**src/rtl/spi_cmd_sequencer.sv**
```systemverilog
// Command-to-SPI sequencer: one address byte plus RESP_BYTES dummy bytes per command,
// with the response bytes buffered in a FIFO and returned with a last-byte marker.
module spi_cmd_sequencer #(
  parameter int         CMD_W        = 3,
  parameter logic [7:0] ADDR_BASE    = 8'h00,
  parameter int         RESP_BYTES   = 2,
  parameter int         NUM_CS       = 1,
  parameter int         FIFO_DEPTH   = 8,
  parameter int         TIMEOUT_CLKS = 1024,
  localparam int        CNT_W        = $clog2(RESP_BYTES + 2),
  localparam int        CH_W         = (NUM_CS > 1) ? $clog2(NUM_CS) : 1,
  localparam int        LVL_W        = $clog2(FIFO_DEPTH + 1)
) (
  input  logic             clk,
  input  logic             rst_n,
  input  logic             cmd_valid,
  output logic             cmd_ready,
  input  logic [CMD_W-1:0] cmd,
  input  logic [CH_W-1:0]  cmd_chan,
  output logic [CH_W-1:0]  spi_chan_sel,
  output logic [CNT_W-1:0] spi_tx_count,
  output logic [7:0]       spi_tx_byte,
  output logic             spi_tx_dv,
  input  logic             spi_tx_ready,
  input  logic             spi_rx_dv,
  input  logic [7:0]       spi_rx_byte,
  output logic             resp_valid,
  input  logic             resp_ready,
  output logic [7:0]       resp_byte,
  output logic             resp_last,
  output logic [LVL_W-1:0] fifo_level,
  output logic             busy,
  output logic             timeout_err,
  input  logic             err_clr
);

  localparam int AW    = (FIFO_DEPTH > 1) ? $clog2(FIFO_DEPTH) : 1;
  localparam int PTR_W = $clog2(FIFO_DEPTH) + 1;
  localparam int TMR_W = (TIMEOUT_CLKS > 1) ? $clog2(TIMEOUT_CLKS) : 1;

  localparam logic [LVL_W-1:0] LVL_ACCEPT_MAX = LVL_W'(FIFO_DEPTH - RESP_BYTES);
  localparam logic [CNT_W-1:0] IDX_DONE       = CNT_W'(RESP_BYTES + 1);
  localparam logic [TMR_W-1:0] TMR_LAST       = TMR_W'(TIMEOUT_CLKS - 1);

  typedef enum logic [1:0] {S_IDLE, S_SEND, S_WAIT} state_t;

  state_t             r_state;
  state_t             w_state_nxt;
  logic               r_out_en;
  logic [7:0]         r_addr;
  logic [CH_W-1:0]    r_chan;
  logic [CNT_W-1:0]   r_tx_idx;
  logic [TMR_W-1:0]   r_timer;
  logic               r_timeout_err;
  logic [8:0]         r_mem [FIFO_DEPTH];
  logic [PTR_W-1:0]   r_wr_ptr;
  logic [PTR_W-1:0]   r_rd_ptr;

  logic               w_cmd_ready;
  logic               w_accept;
  logic               w_tx_dv;
  logic               w_push;
  logic               w_push_last;
  logic               w_pop;
  logic               w_timeout;
  logic [LVL_W-1:0]   w_level;
  logic [7:0]         w_addr;
  logic [CH_W-1:0]    w_chan;
  logic [8:0]         w_head;

  assign w_level = LVL_W'(r_wr_ptr - r_rd_ptr);
  assign w_addr  = ADDR_BASE + 8'(cmd);
  assign w_chan  = (int'(cmd_chan) >= NUM_CS) ? '0 : cmd_chan;
  assign w_head  = r_mem[r_rd_ptr[AW-1:0]];

  // r_out_en keeps cmd_ready low while reset is asserted, even though IDLE with an empty FIFO would allow it.
  assign w_cmd_ready = r_out_en && (r_state == S_IDLE) && (w_level <= LVL_ACCEPT_MAX);
  assign w_pop       = resp_valid && resp_ready;

  // NOTE: every signal written here gets a default first, so no path can leave one unassigned and infer a latch.
  always_comb begin
    w_state_nxt = r_state;
    w_accept    = 1'b0;
    w_tx_dv     = 1'b0;
    w_push      = 1'b0;
    w_push_last = 1'b0;
    w_timeout   = 1'b0;
    unique case (r_state)
      S_IDLE: begin
        if (cmd_valid && w_cmd_ready) begin
          w_accept    = 1'b1;
          w_state_nxt = S_SEND;
        end
      end
      S_SEND: begin
        if (spi_tx_ready) begin
          w_tx_dv     = 1'b1;
          w_state_nxt = S_WAIT;
        end
      end
      S_WAIT: begin
        if (spi_rx_dv) begin
          // r_tx_idx already counts the byte in flight; index 0 is the address echo.
          w_push      = (r_tx_idx > CNT_W'(1));
          w_push_last = (r_tx_idx == IDX_DONE);
          w_state_nxt = w_push_last ? S_IDLE : S_SEND;
        end else if (r_timer == TMR_LAST) begin
          w_timeout   = 1'b1;
          w_state_nxt = S_IDLE;
        end
      end
      default: w_state_nxt = S_IDLE;
    endcase
  end

  // NOTE: clocked state uses non-blocking assignments so every register samples pre-edge values.
  always_ff @(posedge clk or negedge rst_n) begin
    if (!rst_n) begin
      r_state  <= S_IDLE;
      r_out_en <= 1'b0;
    end else begin
      r_state  <= w_state_nxt;
      r_out_en <= 1'b1;
    end
  end

  always_ff @(posedge clk or negedge rst_n) begin
    if (!rst_n) begin
      r_addr        <= '0;
      r_chan        <= '0;
      r_tx_idx      <= '0;
      r_timer       <= '0;
      r_timeout_err <= 1'b0;
    end else begin
      if (w_accept) begin
        r_addr   <= w_addr;
        r_chan   <= w_chan;
        r_tx_idx <= '0;
      end
      if (w_tx_dv) begin
        r_tx_idx <= r_tx_idx + CNT_W'(1);
        r_timer  <= '0;
      end else if (r_state == S_WAIT) begin
        r_timer <= spi_rx_dv ? '0 : r_timer + TMR_W'(1);
      end
      if (w_timeout) begin
        r_timeout_err <= 1'b1;
      end else if (err_clr) begin
        r_timeout_err <= 1'b0;
      end
    end
  end

  // NOTE: the FIFO storage is reset as well, because the head entry drives outputs that must read 0 in reset.
  always_ff @(posedge clk or negedge rst_n) begin
    if (!rst_n) begin
      r_wr_ptr <= '0;
      r_rd_ptr <= '0;
      for (int i = 0; i < FIFO_DEPTH; i++) begin
        r_mem[i] <= '0;
      end
    end else begin
      if (w_push) begin
        r_mem[r_wr_ptr[AW-1:0]] <= {w_push_last, spi_rx_byte};
        r_wr_ptr                <= r_wr_ptr + PTR_W'(1);
      end
      if (w_pop) begin
        r_rd_ptr <= r_rd_ptr + PTR_W'(1);
      end
    end
  end

  assign cmd_ready    = w_cmd_ready;
  assign spi_chan_sel = r_chan;
  assign spi_tx_count = IDX_DONE;
  assign spi_tx_byte  = (r_tx_idx == '0) ? r_addr : 8'h00;
  assign spi_tx_dv    = w_tx_dv;
  assign resp_valid   = (r_wr_ptr != r_rd_ptr);
  assign resp_byte    = w_head[7:0];
  assign resp_last    = w_head[8];
  assign fifo_level   = w_level;
  assign busy         = (r_state != S_IDLE);
  assign timeout_err  = r_timeout_err;

endmodule

```
**config.mk**
```make
export PLATFORM = sky130hd
export DESIGN_NAME = spi_cmd_sequencer
export DESIGN_NICKNAME = d
export VERILOG_FILES = /design/src/rtl/spi_cmd_sequencer.sv
export SDC_FILE = /design/constraint.sdc
export NUM_CORES = 1
export LEC_CHECK = 0
export CORE_UTILIZATION = 25
export DETAILED_ROUTE_END_ITERATION = 16
export PLACE_DENSITY_LB_ADDON = 0.15
export SYNTH_ARGS = -nofsm -noshare
export SYNTH_HDL_FRONTEND = slang
export SYNTH_SLANG_ARGS = --single-unit
```
**constraint.sdc**
```tcl
create_clock -name clk -period 3.5 [get_ports clk]
set_input_delay 0.7 -clock clk [delete_from_list [all_inputs] [get_ports clk]]
set_output_delay 0.7 -clock clk [all_outputs]
set_load 0.01 [all_outputs]
```
Word level (Yosys, flattened, before mapping)
Cells that the tools add are included.

Add/subtract/negate cells: 5. Magnitude comparators: 6. Equal/unequal tests: 8. Mux-type cells: 32. Bitwise operators: 2. Reduce and logical (&&, ||, !) cells: 12.

Operator list (number): 72-bit bitwise mux (1); 10-bit 2-to-1 mux (3); 9-bit binary-select mux with 3-bit select (1); 9-bit demux with 3-bit select (1); 9-bit 2-to-1 mux (3); 1-bit 2-to-1 mux (15); 2-bit 2-to-1 mux (6); 10-bit by 1-bit adder with 10-bit output, second input constant (1); 10-bit equality test, second input constant (1); 4-bit by 1-bit adder with 4-bit output, second input constant (2); 4-bit greater-or-equal comparator, second input constant (2); 3-bit inverter with 4-bit output (2); 2-bit nonzero test (4); 2-bit case mux with 3 select lines (1); 1-bit logical AND (5); 2-bit equality test, second input constant (2); 4-bit by 3-bit less-or-equal comparator with 1-bit output, second input constant (1); 2-bit zero test (2); 4-bit by 1-bit < comparator with 1-bit output, second input constant (1); 4-bit != test (1); 4-bit subtractor (1); 3-bit 2-to-1 mux (1); 3-bit != test, second input constant (1); 3-bit AND reduction (1); 6 further kinds (6).

Bits in registers: 100. Input port bits: 19. Output and inout port bits: 29. Logic and storage cells: 82.

Depth between registers and ports, before layout
Depth in word-level cells: 8. Depth in mapped cells: 7. Mapped depth without buffers: 7.

Worst setup path after synthesis
OpenSTA, ideal clock, no wires.

Kind: reg2out. Start point: register r_rd_ptr[1]. End point: output port cmd_ready. Arrival time: 2011 ps. Data required time: 2800 ps. Setup slack: 789 ps. Stages on the path, launching flop included: 8. Path buffers: 1. Cell sequence: dfrtp_1 clkbuf_1 inv_1 ha_1 and3b_1 or3_4 and2_1 nor2_1.

Longest elaborated chain between the ends: 3.

RTL lines: from (decl) (line 57) `logic [PTR_W-1:0] r_rd_ptr;`; from (signal assigned) (line 168) `r_rd_ptr <= r_rd_ptr + PTR_W'(1);`; 4-bit subtractor (line 71) `assign w_level = LVL_W'(r_wr_ptr - r_rd_ptr);`; net fifo_level[3] (line 31) `output logic [LVL_W-1:0] fifo_level,`; 4-bit by 3-bit less-or-equal comparator with 1-bit output (line 77) `assign w_cmd_ready = r_out_en && (r_state == S_IDLE) && (w_level <= LVL_ACCEPT_MAX);`; 1-bit logical AND (line 77); to (decl) (line 17) `output logic cmd_ready,`.

The timed path passes the listed nets, and every way through them passes these cells.

Final worst setup path
Start point: register r_wr_ptr[2]. End point: output port cmd_ready.

Longest elaborated chain between the ends: 3.

RTL lines: from (decl) (line 56) `logic [PTR_W-1:0] r_wr_ptr;`; from (signal assigned) (line 165) `r_wr_ptr <= r_wr_ptr + PTR_W'(1);`; 4-bit subtractor (line 71); 4-bit by 3-bit less-or-equal comparator with 1-bit output (line 77); 1-bit logical AND (line 77).

No other way between the ends.

==> results by group <==
GRT
  • Vias in the first global route: 3,104
  • GR Util met2: 0.191
  • Gr usage total: 0.120
  • Initial antenna violation count: 0
  • GRT busiest layer: met2
  • Met1 GRT Util: 0.157
  • Met3 Use GR: 0.0241
  • Global-route wire length before repair: 17.7 mm
  • Largest net degree at the start of global routing: 57
  • Overflow after GRT: 0

Placement
  • Worst slack, placed: about 0.46 ns
  • I/O Buffers: 38
  • DP Area: around 5500 um^2
  • RePlAce Congestion: just under 0.7
  • DP Wirelength: between 7 and 8 mm

Logic synthesis
  • Commonest cells in the netlist: dfrtp_1, mux2_2, nand2_1
  • Post-Syn Area: roughly 4800 um^2
  • Post-synthesis instance total: 365
  • Main synth FF type: dfrtp_1
  • Yosys warns: 0
  • Mean Syn Cell Area: around 13 um^2
  • Most common cell in the netlist: dfrtp_1
  • Post-synth EDFFs: 0
  • Synth area leader: dfrtp_1
  • Synth top area cells: dfrtp_1, mux2_2, mux4_2, nand2_1, ha_1
  • Synth top area share: 0.514
  • Ys async rst share: 1.00
  • Synth unique cells: between 40 and 50
  • Seq cells post-synth: slightly below 100
  • Post-synthesis sequential area ratio: 0.514

Route
  • DR vias: 2,914
  • Number of antenna-violating nets in the routed design: 0
  • DRT Pass-1 Iters: 4
  • DRT iter0 DRCs: 141
  • # DRC: 0
  • Detailed Route WL: between 10 and 15 mm
  • WL/cell: about 16 um
  • Vias/cell: between 4 and 5

STA
  • Peak Freq: approximately 290 MHz
  • Slew @ Worst Pin: between 0.7 and 0.8 ns
  • Setup ws final: 0.102 ns
  • Final Max Tran Viols: 0
  • RSZ-0062 raised after global routing: false
  • Slew headroom: 0.487
  • Crit path time final: 3.40 ns
  • Period utilization: 0.971
  • Setup total negative slack: 0 ns
  • Setup violations, final: 0
  • Final Hold Vio Count: 0
  • Layout Skew: around 0.0048 ns

Cells and area
  • Area delta synth->final: 21.0%
  • Fin nets: roughly 440
  • Fillers: 1,901
  • Register Area: approximately 2500 um^2
  • Share of layout cells above drive strength 1: 0.303
  • Area of the multi-input gates: roughly 2200 um^2
  • Diode count: 0
  • Post-route cell area: between 5000 and 6000 um^2

Clock network
  • Post-CTS sizing: 0
  • Post CTS Setup Buffer Count: 0
  • Post-CTS Hold Buffers: 0
  • CTS max path bufs: 2
  • H-tree levels: 3
  • CTS tree: built
  • Insertion delay to the later sink of the worst-skew pair: between 0.3 and 0.4 ns
  • Root Driver: clkbuf_16
  • Cts bufs inserted: 9
  • Sinks on Clock Net: approximately 100
  • Clock slew at reported path FFs: around 0.070 ns

Die
  • Core Region: 18,800 um^2
  • Rows: 50
  • Die extent in y: 141 um
  • Effective utilization at floorplan: 0.256
  • Die Area: 19,800 um^2
  • # IOs: 48
  • Die width: approximately 140 um

Min path
  • Hold Path Class: input port to async pin

Critical path
  • Setup Crit Path Kind: flop to output port
  • CP Launch Type: flop
  • CP required: 2.80 ns
  • Critical Path Max Stage Delay: roughly 0.54 ns
  • Slowest CP cell: clkdlybuf4s50_1
  • Crit path capture type: output port
  • CP max FO: 7
  • Top Family by Delay on Critical Path: simple AND/OR/NAND/NOR gates
  • CP Data Arrival Time: roughly 2.7 ns
  • CP bufs+invs: 1
  • CP cell instances: ha_1, and3b_1, or3_4, and2_1, nor2_1, clkdlybuf4s50_1

Pwr
  • Leak pwr: between 2 and 3 nW
  • Total power: 0.00388 W
  • Power per cell area: around 670 nW/um^2
  • Maximum VDD drop: roughly 0.25 mV

Outcome
  • Status: finished, final reports clean

Flow run
  • # Max-Cap Violations: 0
==> sequential cells by signal, indices dropped and copies added (netlist names) <==
name         cells
r_state          2
r_mem           72
timeout_err      1
r_out_en         1
r_timer         10
r_tx_idx         2
r_wr_ptr         4
r_addr           3
r_rd_ptr         4
==> layout by cell type, fill, tap and decap left out, types with 2 or more instances in the layout <==
cell / instances
a21oi_1: 5
and2_1: 6
and3_1: 4
and4_1: 2
buf_4: 9
clkbuf_1: 2
clkbuf_16: 9
clkdlybuf4s50_1: 37
clkinv_2: 2
conb_1: 9
dfrtp_1: 99
ha_1: 9
inv_1: 14
mux2_1: 3
mux2_2: 73
mux4_2: 18
nand2_1: 41
nand2b_1: 2
nand3_1: 5
nand3_4: 2
nand4_1: 4
nor2_1: 7
nor2_4: 6
nor3_4: 2
o21ai_0: 15
o21ai_1: 2
or3_1: 2
xnor2_1: 6
xor2_1: 2
==> per-layer routing <==
metal,vias to the layer above,part of all wire
met2,30,0.48
li1,1389,-
met5,-,0
met1,1481,0.47
met3,14,0.028
met4,0,0.020
==> kinds of logic (layout without fill, tap and decap cells) <==
family | after synthesis | after routing | share of synthesized area
other | 2 | 9 | 0.00156
XOR/XNOR | 8 | 8 | 0.0145
multiplexers | 94 | 94 | 0.262
buffers and inverters | 31 | 78 | 0.0309
AO/OA/AOI/OAI | 30 | 30 | 0.0384
AND/OR/NAND/NOR | 91 | 91 | 0.112
flip-flops | 99 | 99 | 0.514
adder cells (fa/ha/maj) | 10 | 10 | 0.0275
==> area by class of cell <==
type,count,share of cell area
well taps,260,0.0558
multi-input cells,242,0.381
inverters,15,0.00965
clock buffers,12,0.0423
flip-flops and latches,99,0.425
repair buffers,47,0.0785
clock inverters,4,0.00837
==> final timing paths <==
kind | startpoint | to | slack [ns] | cells after the start
max | r_wr_ptr[2]$_DFFE_PN0P_ | cmd_ready | 0.10 | 6
min | rst_n | r_timer[7]$_DFFE_PN0P_ | 0.42 | 1
max reg2reg | r_wr_ptr[1]$_DFFE_PN0P_ | r_addr[2]$_DFFE_PN0P_ | 0.97 | 7
min reg2reg | r_addr[0]$_DFFE_PN0P_ | r_addr[0]$_DFFE_PN0P_ | 0.48 | 1
max in group asynchronous | rst_n | r_mem[55]$_DFFE_PN0P_ | 2.38 | 2
min in group clk | r_addr[0]$_DFFE_PN0P_ | r_addr[0]$_DFFE_PN0P_ | 0.48 | 1
==> worst register-to-register path: cells and delay by family (launching register included) <==
kind / cells / cell delay, ns
compound gates: 2 / 0.49
buf+inv: 2 / 0.32
fa+ha+maj: 1 / 0.45
mux: 1 / 0.37
flops: 1 / 0.57
xor+xnor: 1 / 0.22
==> metrics by stage <==
| step | instances | util | hold slack (ns) |
|---|---|---|---|
| floorplan | 372 | - | 0.404 |
| global placement | 663 | 0.294 | 0.459 |
| detailed placement | 663 | 0.294 | 0.471 |
| CTS | 679 | 0.310 | 0.455 |
| global route | 679 | 0.310 | 0.481 |
| finish | 679 | 0.310 | 0.422 |
==> report_power, final <==
part	internal, W	leakage (nW)	switching [W]
Combinational	0.000695	1.18	0.000695
Sequential	0.00133	1.35	0.000149
Clock	0.000575	0.147	0.000442
Total	0.00260	2.67	0.00129
(Power assumes the default switching activity.)
==> patch: new RTL, same flow settings <==
Set the parameter `RESP_BYTES` to 1 (it was 2).
--- a/src/rtl/spi_cmd_sequencer.sv
+++ b/src/rtl/spi_cmd_sequencer.sv
@@ -3,7 +3,7 @@
 module spi_cmd_sequencer #(
   parameter int         CMD_W        = 3,
   parameter logic [7:0] ADDR_BASE    = 8'h00,
-  parameter int         RESP_BYTES   = 2,
+  parameter int         RESP_BYTES   = 1,
   parameter int         NUM_CS       = 1,
   parameter int         FIFO_DEPTH   = 8,
   parameter int         TIMEOUT_CLKS = 1024,
Function: changed (a bounded check fails within 4 cycles, from zero or initial values and one cycle with rst_n low).
==> patch against the original RTL <==
  * Register-to-register slack improved by 340 ps
  * Largest power group unchanged
  * Synthesized cell count fell by 1.1%
  * Area after synthesis fell by 0.60%
  * Worst hold slack got worse by 7.4 ps
  * Power fell by 3.9%
  * Cell area fell by 0.97%
  * Sequential cell count did not move
  * Setup slack improved by 200 ps
  * Non-clock buffer count rose by 2
  * First-iteration DRC count rose by 6.4%
  * Via count did not move
  * Sequential share of layout area rose by 0.41 points
  * Routed wire length fell by 0.48%
==> patch: results (changes against the original RTL) <==
Status
Result of the run: completed (unchanged).

Drt
The met3 wire length is 357 um (was 305 um). The total met2 wirelength after detailed routing was 5060 um (was 5170 um). The via count normalized by instance count is 4.49 (was 4.29). The final wirelength is 10,800 um (about the same). The routed length on met1 is 5230 um (was 5130 um). The iteration-0 DRC count of the detailed router is 150 (was 141).

Power
The total combinational power came to 1260 uW (was 1390 uW). The internal power component came to 2540 uW (was 2600 uW). The largest voltage drop on the vdd net is 463 uV (was 255 uV). The power attributed to sequential cells is 1440 uW (was 1480 uW).

The leakage power figure is 0.00264 uW (was 0.00267 uW). The total power divided by cell area is 646 nW/um^2 (was 666 nW/um^2).

Global route
The overall track demand over capacity in global routing was 0.119 (was 0.120). The met1 global-route usage was 0.158 (was 0.157). The via count of the first global-routing pass is 3,056 (was 3,104). The global-route wire length before repair was 17,500 um (was 17,700 um). The routing usage on met3 was 0.0325 (was 0.0241). The global-route track usage on met2 is 0.191 (about the same).

The maximum number of pins on one net before global-route repair is 55 (was 57).

Placed design
The post-placement cell count is 634 (was 663). The setup slack after placement was 650 ps (was 464 ps). The instance area after placement came to 5470 um^2 (was 5540 um^2). The placer congestion estimate is 0.708 (was 0.690). The detailed placement HPWL was 7030 um (was 7050 um). The number of I/O port buffers came to 38 (unchanged).

Finish
The net count reported at finish was 440 (was 443). The antenna diode count came to 0 (unchanged). Largest registers: r_mem (72), r_timer (10) (unchanged). The number of fill cells is 1,933 (was 1,901). The share of post-route cells with drive strength above 1 is 0.328 (was 0.303). The post-route cell area is 5780 um^2 (was 5830 um^2). The count of placed standard cells in the final layout, fillers left out is 649 (was 679).

Worst setup path
The delay of the slowest cell on the worst path is 570 ps (was 540 ps). The arrival time of data at the critical path endpoint came to 2500 ps (was 2700 ps). The largest delay contributor family on the critical path is buffers and inverters (was simple AND/OR/NAND/NOR gates).

Synthesis
The share of the synthesized area in compound gates (AO/OA/AOI/OAI) was 0.0316 (was 0.0384). Commonest cells post-synth: dfrtp_1 (99), mux2_2 (77), nand2_1 (44) (was dfrtp_1 (99), mux2_2 (73), nand2_1 (41)). The proportion of synthesized chip area in sequential cells is 0.517 (was 0.514).

The share of synthesized cell area in full adder, half adder and majority cells is 0.0277 (was 0.0275). The number of distinct library cell variants in the gate-level netlist after synthesis is 43 (was 46). The multiplexer fraction of the synthesized cell area came to 0.270 (was 0.262).

The instance count of the mapped netlist is 361 (was 365). The parity-gate share of the synthesized area counting xor and xnor cells came to 0.0164 (was 0.0145). Largest cells by area after synthesis: dfrtp_1 (52%), mux2_2 (18%), mux4_2 (8.5%) (was dfrtp_1 (51%), mux2_2 (17%), mux4_2 (8.4%)).

STA
The clock tree skew after final layout is 7.63 ps (was 4.79 ps). The actual transition at the worst max-transition pin is 740 ps (was 769 ps).

Min path
The classification of the worst-slack hold path is input port to async pin (unchanged).

Clocking
For the worst-skew pair, the clock arrives at the later sink with an insertion delay of about 340 ps. The post-cts repair resize count was 0 (unchanged).
==> patch: changes by cell type in the layout (fill, tap and decap cells not counted), moves of 3 or more <==
cell / unedited run / this run
nor2_4: 6 / 1
nor2_2: 0 / 5
mux2_2: 73 / 77
nand2_1: 41 / 44
buf_4: 9 / 12
inv_1: 14 / 11
mux2_1: 3 / 0
o21ai_0: 15 / 12
==> patch: path summary, 6_finish.rpt <==
kind | start | end | slack, ps | cells past startpoint
hold reg to reg | r_timer[9] | r_timer[9] | 480 | 1
max in group asynchronous | rst_n | r_mem[48] | 2230 | 2
min in group clk | r_timer[9] | r_timer[9] | 480 | 1
setup reg to reg | r_wr_ptr[2] | r_addr[0] | 1310 | 5
setup / recovery | r_wr_ptr[2] | cmd_ready | 300 | 6
hold / removal | rst_n | r_mem[31] | 410 | 1
==> patch: cell type report <==
type	count	area share
clock inverters	3	0.00801
repair buffers	49	0.0797
well taps	234	0.0507
multi-input cells	240	0.381
inverters	12	0.00780
clock buffers	12	0.0444
flip-flops and latches	99	0.429
